$ cat config.mk
export PLATFORM = sky130hd
export DESIGN_NAME = idma_wr_burst_engine
export DESIGN_NICKNAME = d
export VERILOG_FILES = /design/src/rtl/idma_pkg.sv /design/src/rtl/idma_len_fifo.sv /design/src/rtl/idma_wr_burst_engine.sv
export SDC_FILE = /design/constraint.sdc
export NUM_CORES = 1
export LEC_CHECK = 0
export CAP_MARGIN = 10
export CORE_AREA = 2 2 295 297
export DETAILED_ROUTE_END_ITERATION = 10
export DIE_AREA = 0 0 297 299
export GPL_TIMING_DRIVEN = 0
export PLACE_DENSITY = 0.48
export SLEW_MARGIN = 20
export SYNTH_ARGS = -nofsm -noshare
export SYNTH_HDL_FRONTEND = slang
export SYNTH_SLANG_ARGS = --single-unit
$ cat constraint.sdc
create_clock -name aclk -period 8.8 [get_ports aclk]
set_input_delay 1.76 -clock aclk [delete_from_list [all_inputs] [get_ports aclk]]
set_output_delay 1.76 -clock aclk [all_outputs]
set_load 0.005 [all_outputs]
$ cat src/rtl/idma_pkg.sv
`default_nettype none
// ============================================================================
// Package     : idma_pkg
// Description : Shared AXI encodings and helpers for the iDMA write channel.
// Revision    : 1.0 - initial release
// ============================================================================
package idma_pkg;

   // AXI response encodings
   localparam logic [1:0] AXI_RESP_OKAY   = 2'b00;
   localparam logic [1:0] AXI_RESP_EXOKAY = 2'b01;
   localparam logic [1:0] AXI_RESP_SLVERR = 2'b10;
   localparam logic [1:0] AXI_RESP_DECERR = 2'b11;

   // AXI burst type encoding
   localparam logic [1:0] AXI_BURST_INCR  = 2'b01;

   // awsize value for a data bus of the given bit width
   function automatic int unsigned clog2_bytes(input int unsigned data_w);
      return $clog2(data_w / 8);
   endfunction

endpackage
`default_nettype wire

$ cat src/rtl/idma_len_fifo.sv
`default_nettype none
// ============================================================================
// Module      : idma_len_fifo
// Description : Small synchronous FIFO holding awlen values of issued bursts
//               so the W path knows where each burst ends. Push and pop in
//               the same cycle are legal even when the FIFO is full.
// Revision    : 1.0 - initial release
// ============================================================================
module idma_len_fifo #(
   parameter int WIDTH = 8,
   parameter int DEPTH = 8
) (
   input  logic             aclk,
   input  logic             aresetn,
   input  logic             i_push,
   input  logic [WIDTH-1:0] i_data,
   input  logic             i_pop,
   output logic [WIDTH-1:0] o_data,
   output logic             o_full,
   output logic             o_empty
);

   localparam int c_PW = $clog2(DEPTH);

   logic [WIDTH-1:0] r_mem [DEPTH];
   logic [c_PW:0]    r_wptr;
   logic [c_PW:0]    r_rptr;
   logic             w_do_push;
   logic             w_do_pop;

   // Extra pointer bit distinguishes full from empty
   assign o_empty   = (r_wptr == r_rptr);
   assign o_full    = (r_wptr[c_PW] != r_rptr[c_PW]) &&
                      (r_wptr[c_PW-1:0] == r_rptr[c_PW-1:0]);
   assign w_do_pop  = i_pop && !o_empty;
   assign w_do_push = i_push && (!o_full || w_do_pop);
   assign o_data    = r_mem[r_rptr[c_PW-1:0]];

   // Pointer update
   always_ff @(posedge aclk or negedge aresetn) begin
      if (!aresetn) begin
         r_wptr <= '0;
         r_rptr <= '0;
      end else begin
         if (w_do_push) r_wptr <= r_wptr + 1'b1;
         if (w_do_pop)  r_rptr <= r_rptr + 1'b1;
      end
   end

   // Storage write; contents are only meaningful between push and pop
   always_ff @(posedge aclk) begin
      if (w_do_push) r_mem[r_wptr[c_PW-1:0]] <= i_data;
   end

endmodule
`default_nettype wire

$ cat src/rtl/idma_wr_burst_engine.sv
`default_nettype none
// ============================================================================
// Module      : idma_wr_burst_engine
// Description : AXI4 write burst engine. Splits one {addr, beats} command
//               into INCR bursts (max length, optional 4KB split, outstanding
//               limit, optional data-level AW hold), sequences W beats from
//               the data FIFO and tracks B responses.
// Revision    : 1.0 - initial release
// ============================================================================
module idma_wr_burst_engine
   import idma_pkg::*;
#(
   parameter int DATA_W   = 256,
   parameter int ADDR_W   = 32,
   parameter int ID_W     = 4,
   parameter int AXI_ID   = 0,
   parameter int LEN_W    = 8,
   parameter int NUM_W    = 32,
   parameter int LVL_W    = 7,
   parameter int OUTSTD_W = 5,
   parameter int LQ_DEPTH = 8
) (
   input  logic                aclk,
   input  logic                aresetn,
   input  logic                i_cfg_init,
   input  logic [LEN_W-1:0]    i_cfg_max_len,
   input  logic [OUTSTD_W-1:0] i_cfg_max_outstd,
   input  logic                i_cfg_split4k_en,
   input  logic                i_cfg_aw_hold_en,
   input  logic                i_cmd_valid,
   output logic                o_cmd_ready,
   input  logic [ADDR_W-1:0]   i_cmd_addr,
   input  logic [NUM_W-1:0]    i_cmd_num,
   input  logic                i_wd_valid,
   output logic                o_wd_ready,
   input  logic [DATA_W-1:0]   i_wd_data,
   input  logic [DATA_W/8-1:0] i_wd_strb,
   input  logic [LVL_W-1:0]    i_wd_level,
   output logic                o_awvalid,
   input  logic                i_awready,
   output logic [ID_W-1:0]     o_awid,
   output logic [ADDR_W-1:0]   o_awaddr,
   output logic [LEN_W-1:0]    o_awlen,
   output logic [2:0]          o_awsize,
   output logic [1:0]          o_awburst,
   output logic                o_wvalid,
   input  logic                i_wready,
   output logic [DATA_W-1:0]   o_wdata,
   output logic [DATA_W/8-1:0] o_wstrb,
   output logic                o_wlast,
   input  logic                i_bvalid,
   output logic                o_bready,
   input  logic [ID_W-1:0]     i_bid,
   input  logic [1:0]          i_bresp,
   output logic                o_done,
   output logic                o_busy,
   output logic [15:0]         o_err_cnt,
   output logic [1:0]          o_err_resp
);

   localparam int unsigned      c_BPB       = DATA_W / 8;
   localparam int unsigned      c_SIZE      = clog2_bytes(DATA_W);
   localparam logic [ADDR_W-1:0] c_ADDR_MASK = ~ADDR_W'(c_BPB - 1);

   localparam logic [1:0] c_ST_IDLE  = 2'd0;
   localparam logic [1:0] c_ST_CALC  = 2'd1;
   localparam logic [1:0] c_ST_AW    = 2'd2;
   localparam logic [1:0] c_ST_DRAIN = 2'd3;

   // Registered state
   logic [1:0]          r_state;
   logic [1:0]          w_state_nxt;
   logic [ADDR_W-1:0]   r_addr;
   logic [NUM_W-1:0]    r_rem;
   logic [LEN_W:0]      r_blen;
   logic [OUTSTD_W-1:0] r_limit;
   logic                r_hold_en;
   logic                r_awvalid;
   logic [OUTSTD_W-1:0] r_outstd;
   logic [LEN_W-1:0]    r_beat;
   logic                r_done;
   logic [15:0]         r_err_cnt;
   logic [1:0]          r_err_resp;

   // FSM decoded outputs
   logic                w_cmd_ready;
   logic                w_in_calc;
   logic                w_in_aw;
   logic                w_done_set;

   // Datapath helpers
   logic [LEN_W:0]      w_maxb;
   logic [NUM_W-1:0]    w_maxb_ext;
   logic [12:0]         w_4k_bytes;
   logic [12:0]         w_4k_beats;
   logic [NUM_W-1:0]    w_4k_ext;
   logic [NUM_W-1:0]    w_min1;
   logic [NUM_W-1:0]    w_blen_full;
   logic [NUM_W-1:0]    w_blen_ext;
   logic [LEN_W:0]      w_blen_m1;
   logic [ADDR_W-1:0]   w_addr_inc;
   logic                w_lvl_ok;
   logic                w_aw_cond;
   logic                w_cmd_hs;
   logic                w_aw_hs;
   logic                w_w_hs;
   logic                w_w_last_hs;
   logic                w_b_hs;
   logic                w_drain_ok;
   logic [LEN_W-1:0]    w_lq_head;
   logic                w_lq_full;
   logic                w_lq_empty;
   logic                w_unused;

   // ------------------------------------------------------------------
   // Burst length: min(remaining, max_len+1, beats left in the 4KB page)
   // ------------------------------------------------------------------
   assign w_maxb      = {1'b0, i_cfg_max_len} + {{LEN_W{1'b0}}, 1'b1};
   assign w_maxb_ext  = {{(NUM_W-LEN_W-1){1'b0}}, w_maxb};
   assign w_4k_bytes  = 13'h1000 - {1'b0, r_addr[11:0]};
   assign w_4k_beats  = w_4k_bytes >> c_SIZE;
   assign w_4k_ext    = {{(NUM_W-13){1'b0}}, w_4k_beats};
   assign w_min1      = (r_rem < w_maxb_ext) ? r_rem : w_maxb_ext;
   assign w_blen_full = (i_cfg_split4k_en && (w_4k_ext < w_min1)) ? w_4k_ext : w_min1;
   assign w_blen_ext  = {{(NUM_W-LEN_W-1){1'b0}}, r_blen};
   assign w_blen_m1   = r_blen - {{LEN_W{1'b0}}, 1'b1};
   assign w_addr_inc  = {{(ADDR_W-LEN_W-1){1'b0}}, r_blen} << c_SIZE;

   // AW may only be raised when the burst can be tracked and (optionally)
   // all of its data is already sitting in the upstream FIFO
   assign w_lvl_ok    = ({{(NUM_W-LVL_W){1'b0}}, i_wd_level} >= w_blen_ext);
   assign w_aw_cond   = !w_lq_full && (r_outstd < r_limit) && (!r_hold_en || w_lvl_ok);

   // Handshakes
   assign w_cmd_hs    = i_cmd_valid && w_cmd_ready;
   assign w_aw_hs     = r_awvalid && i_awready;
   assign w_w_hs      = i_wd_valid && i_wready && !w_lq_empty;
   assign w_w_last_hs = w_w_hs && o_wlast;
   assign w_b_hs      = i_bvalid;
   assign w_drain_ok  = w_lq_empty && (r_outstd == '0);

   // FSM state register
   always_ff @(posedge aclk or negedge aresetn) begin
      if (!aresetn) r_state <= c_ST_IDLE;
      else          r_state <= w_state_nxt;
   end

   // FSM next-state logic
   always_comb begin
      w_state_nxt = r_state;
      case (r_state)
         c_ST_IDLE:  if (w_cmd_hs) w_state_nxt = (i_cmd_num == '0) ? c_ST_DRAIN : c_ST_CALC;
         c_ST_CALC:  w_state_nxt = c_ST_AW;
         c_ST_AW:    if (w_aw_hs) w_state_nxt = (r_rem == w_blen_ext) ? c_ST_DRAIN : c_ST_CALC;
         c_ST_DRAIN: if (w_drain_ok) w_state_nxt = c_ST_IDLE;
         default:    w_state_nxt = c_ST_IDLE;
      endcase
   end

   // FSM output decode
   always_comb begin
      w_cmd_ready = 1'b0;
      w_in_calc   = 1'b0;
      w_in_aw     = 1'b0;
      w_done_set  = 1'b0;
      case (r_state)
         c_ST_IDLE:  w_cmd_ready = 1'b1;
         c_ST_CALC:  w_in_calc   = 1'b1;
         c_ST_AW:    w_in_aw     = 1'b1;
         c_ST_DRAIN: w_done_set  = w_drain_ok;
         default:    w_cmd_ready = 1'b0;
      endcase
   end

   // Command latch, per-burst config sampling and address/remaining update
   always_ff @(posedge aclk or negedge aresetn) begin
      if (!aresetn) begin
         r_addr    <= '0;
         r_rem     <= '0;
         r_blen    <= '0;
         r_limit   <= '1;
         r_hold_en <= 1'b0;
      end else if (w_cmd_hs) begin
         r_addr    <= i_cmd_addr & c_ADDR_MASK;
         r_rem     <= i_cmd_num;
      end else if (w_in_calc) begin
         r_blen    <= w_blen_full[LEN_W:0];
         r_limit   <= (i_cfg_max_outstd == '0) ? '1 : i_cfg_max_outstd;
         r_hold_en <= i_cfg_aw_hold_en;
      end else if (w_aw_hs) begin
         r_addr    <= r_addr + w_addr_inc;
         r_rem     <= r_rem - w_blen_ext;
      end
   end

   // awvalid is sticky: once raised it stays up with a stable payload
   always_ff @(posedge aclk or negedge aresetn) begin
      if (!aresetn)       r_awvalid <= 1'b0;
      else if (!w_in_aw)  r_awvalid <= 1'b0;
      else if (r_awvalid) r_awvalid <= !i_awready;
      else                r_awvalid <= w_aw_cond;
   end

   // Outstanding bursts: AW adds one, B removes one
   always_ff @(posedge aclk or negedge aresetn) begin
      if (!aresetn) begin
         r_outstd <= '0;
      end else begin
         case ({w_aw_hs, w_b_hs})
            2'b10:   r_outstd <= r_outstd + OUTSTD_W'(1);
            2'b01:   r_outstd <= r_outstd - OUTSTD_W'(1);
            default: r_outstd <= r_outstd;
         endcase
      end
   end

   // A B response with nothing outstanding indicates a broken slave or bug
   always_ff @(posedge aclk) begin
      if (aresetn && w_b_hs && !w_aw_hs) assert (r_outstd != '0);
   end

   // W beat position inside the burst at the head of the length queue
   always_ff @(posedge aclk or negedge aresetn) begin
      if (!aresetn)         r_beat <= '0;
      else if (w_w_last_hs) r_beat <= '0;
      else if (w_w_hs)      r_beat <= r_beat + LEN_W'(1);
   end

   // One-cycle completion pulse, registered off the drain condition
   always_ff @(posedge aclk or negedge aresetn) begin
      if (!aresetn) r_done <= 1'b0;
      else          r_done <= w_done_set;
   end

   // Error accounting; an init pulse overrides a same-cycle error
   always_ff @(posedge aclk or negedge aresetn) begin
      if (!aresetn) begin
         r_err_cnt  <= '0;
         r_err_resp <= '0;
      end else if (i_cfg_init) begin
         r_err_cnt  <= '0;
         r_err_resp <= '0;
      end else if (w_b_hs && (i_bresp != AXI_RESP_OKAY)) begin
         if (r_err_cnt != 16'hFFFF) r_err_cnt <= r_err_cnt + 16'd1;
         if (r_err_resp == AXI_RESP_OKAY) r_err_resp <= i_bresp;
      end
   end

   idma_len_fifo #(
      .WIDTH (LEN_W),
      .DEPTH (LQ_DEPTH)
   ) u_len_fifo (
      .aclk    (aclk),
      .aresetn (aresetn),
      .i_push  (w_aw_hs),
      .i_data  (w_blen_m1[LEN_W-1:0]),
      .i_pop   (w_w_last_hs),
      .o_data  (w_lq_head),
      .o_full  (w_lq_full),
      .o_empty (w_lq_empty)
   );

   // Output wiring
   assign o_cmd_ready = w_cmd_ready;
   assign o_awvalid   = r_awvalid;
   assign o_awid      = ID_W'(AXI_ID);
   assign o_awaddr    = r_addr;
   assign o_awlen     = w_blen_m1[LEN_W-1:0];
   assign o_awsize    = 3'(c_SIZE);
   assign o_awburst   = AXI_BURST_INCR;
   assign o_wvalid    = i_wd_valid && !w_lq_empty;
   assign o_wd_ready  = i_wready && !w_lq_empty;
   assign o_wdata     = i_wd_data;
   assign o_wstrb     = i_wd_strb;
   assign o_wlast     = !w_lq_empty && (r_beat == w_lq_head);
   assign o_bready    = 1'b1;
   assign o_done      = r_done;
   assign o_busy      = (r_state != c_ST_IDLE) || r_done;
   assign o_err_cnt   = r_err_cnt;
   assign o_err_resp  = r_err_resp;

   // Bits with no function in this engine (bid is not checked)
   assign w_unused = ^{i_bid, w_blen_full[NUM_W-1:LEN_W+1], w_blen_m1[LEN_W]};

endmodule
`default_nettype wire

==> reports/metrics.cfg <==
[timing]
drv_slew=0
worstMarginPinSlew_ns=1.14
rsz0062_at_grt=false
fin_crit_ns=6.13
fin_crit_sh_pct=69.6
fmaxAchievable_ghz=0.163
setup_tns_ns=0
hold_violations=0
fin_ws_ns=2.67
timing.hold.ws_ns=0.484
setup_viol=0
fin_worst_skew_ns=0.0162
max-slew-margin-rel_pct=23.5

[worst_setup_path]
path_class=input port to register
ff2ff_path_depth=14
crit_top_cell=ha_1
required_ns=9.17
worstPathCellList=clkdlybuf4s50_1 > ha_1 > nand3_1 > xor2_1 > ha_1 > or4_1 > o311ai_0 > o21ai_2 > nor2_4 > mux2i_1 > ha_1 > a21o_1 > a21o_1 > a21oi_1 > nand2_1 > nor4b_2 > o31ai_2 > o221ai_1
slowest_stage=clkdlybuf4s50_1
critPathLaunchType=input port
crit_arrival_ns=6.50
r2r_slack_ns=4.29
endpoint=r_blen[2]
crit_fanout=7
r2r_start=r_rem[14]
rr_endpoint=r_blen[2]
max_stage_delay_ns=0.63
worstSetupEndpointType=register
startpoint=i_cfg_max_len[0]

[routing]
vias=11900
postRouteAntennaNets=0
wire_per_inst_um=17.8
route.detailed.drc=0
routed_wl_mm=54.0
drtPass1Iterations=5
detail_route.vias_per_cell=3.93
drt_iter0_drc=756

[floorplan]
die_y_um=299
io_pins=751
core_sq_um=85900
rows=108
die_area_sq_um=88800
die_w_um=297
start_util_pct=15.2

[power_and_ir_drop]
peakVddDrop_v=0.000183
power.total_mw=4.50
leakage_nw=7.84
p_per_area_nw_per_um2=230

[global_route]
grt_start_max_net_pins=82
first_global_vias=11700
track_usage_pct=11.5
antenna_found_initial=7
grt_first_pass_wirelength_mm=77.5
grt_overflow=0

[hold_path]
min-delay-path-class=register to register

[logic_synthesis]
synth-async-reset-ratio_pct=64.6
synth_top_flop_cell=dfrtp_1
synth_area_leader_cell=dfrtp_1
netlist_area_sq_um=13000
synth_edf_count=64
ys_warn_count=0
synth_cell_types=80
synth-seq-cells=181
synthTopCellsByArea=dfrtp_1 (22%), buf_4 (17%), edfxtp_1 (15%)
syn_inst=1389
ys_top_cells_by_count=buf_4 (303), dfrtp_1 (112), nand2_1 (106)
ys_seq_area_share_pct=37.3
syn_avg_cell_area_sq_um=9.38
synth_top_area_share_pct=21.5
yosys.cell_count.top_type=buf_4

[cells_and_area]
nFillCells=9338
final_cells=3032
area.growth.synth_to_final_pct=50.1
postLayoutCoreUtil_pct=22.8
nNetsFinal=2306
multi_input_area_sq_um=5580
drive_gt1_share_pct=21.0
ff_latch_area_sq_um=4860
post-route-cell-area_sq_um=19600

[place]
gp_congestion=0.878
dp_slack_ns=2.18
port_buffers=437
placement.cell_area_sq_um=18900
hpwl_mm=44.1
dp_cells=2996

[clock_tree]
cts_sinks=181
clk_latency_ns=0.49
cts_tree=built
root_buffer=clkbuf_16
htree_levels=4
numCtsBuffers=17
postCtsResizedCells=0
post_cts_buffers=0
path_clk_slew_ns=0.07
clock_path_buffers=2
postCtsHoldBufs=0

[flow_run]
cap_violations=0

[outcome]
status=complete, no violations

-- cell families after synthesis --
family                     synth area share, %
buffers and inverters                     20.4
and+or+nand+nor                           14.4
AOI/OAI and AO/OA                         14.1
DFF                                       37.3
xor gates and xnor gates                  4.03
adders and majority gates                 5.74
muxes                                     3.95
other                                   0.0577
-- worst min path at each step --
stage	end	startpoint	cells after the start	slack, ns
finish	r_limit[1]	r_limit[1]	2	0.48
global route	r_limit[2]	r_limit[2]	2	0.51
CTS	r_limit[1]	r_limit[1]	2	0.49
detailed placement	r_hold_en	r_hold_en	2	0.47
global placement	r_hold_en	r_hold_en	2	0.47
floorplan	r_hold_en	r_hold_en	2	0.44
-- final cells by class --
class / instances / area share, %
Multi-Input combinational cell: 823 / 28.5
Sequential cell: 181 / 24.8
Clock buffer: 18 / 2.25
Antenna cell: 4 / 0.0512
Buffer: 349 / 12.7
Tap cell: 1155 / 7.39
Clock inverter: 14 / 0.793
Timing Repair Buffer: 439 / 22.6
Inverter: 49 / 0.941
-- power breakdown --
group          switching (mW)  total, mW  internal (mW)
sequential              0.289       1.45           1.16
combinational            1.22       2.26           1.04
clock                   0.405      0.793          0.388
-- per-layer routing --
metal	vias to the layer above	track usage [%]	wire [um]
li1	5590	-	-
met1	5799	15.8	24400
met2	480	17.8	24700
met3	43	3.40	4230
met4	8	2.65	662
met5	-	0	34
-- worst max-delay path: cells and delay by family --
kind | cells | cell delay, ns
buffers and inverters | 1 | 0.63
AO/OA/AOI/OAI | 7 | 1.36
adder cells (fa/ha/maj) | 3 | 0.84
XOR/XNOR | 1 | 0.18
multiplexers | 1 | 0.37
AND/OR/NAND/NOR | 5 | 1.35
-- layout by cell type (no fill, tap or decap), drive strengths merged, types with 25 or more instances in the layout --
master / instances
a21oi: 71
buf: 319
clkbuf: 51
clkdlybuf4s50: 436
dfrtp: 112
edfxtp: 64
ha: 55
inv: 57
nand2: 107
nand3: 43
nor2: 75
nor3: 29
o21ai: 75
xnor2: 35
xor2: 25
-- sequential cells by signal, indices dropped and copies added, names as in the netlist --
register / flops
o_err_resp: 2
r_outstd: 5
r_state: 2
u_len_fifo.r_mem: 64
o_awvalid: 1
r_rem: 32
r_hold_en: 1
u_len_fifo.r_wptr: 4
r_beat: 8
o_err_cnt: 16
r_limit: 5
u_len_fifo.r_rptr: 4
r_blen: 9
o_awaddr: 27
o_done: 1
(Power assumes the default switching activity.)
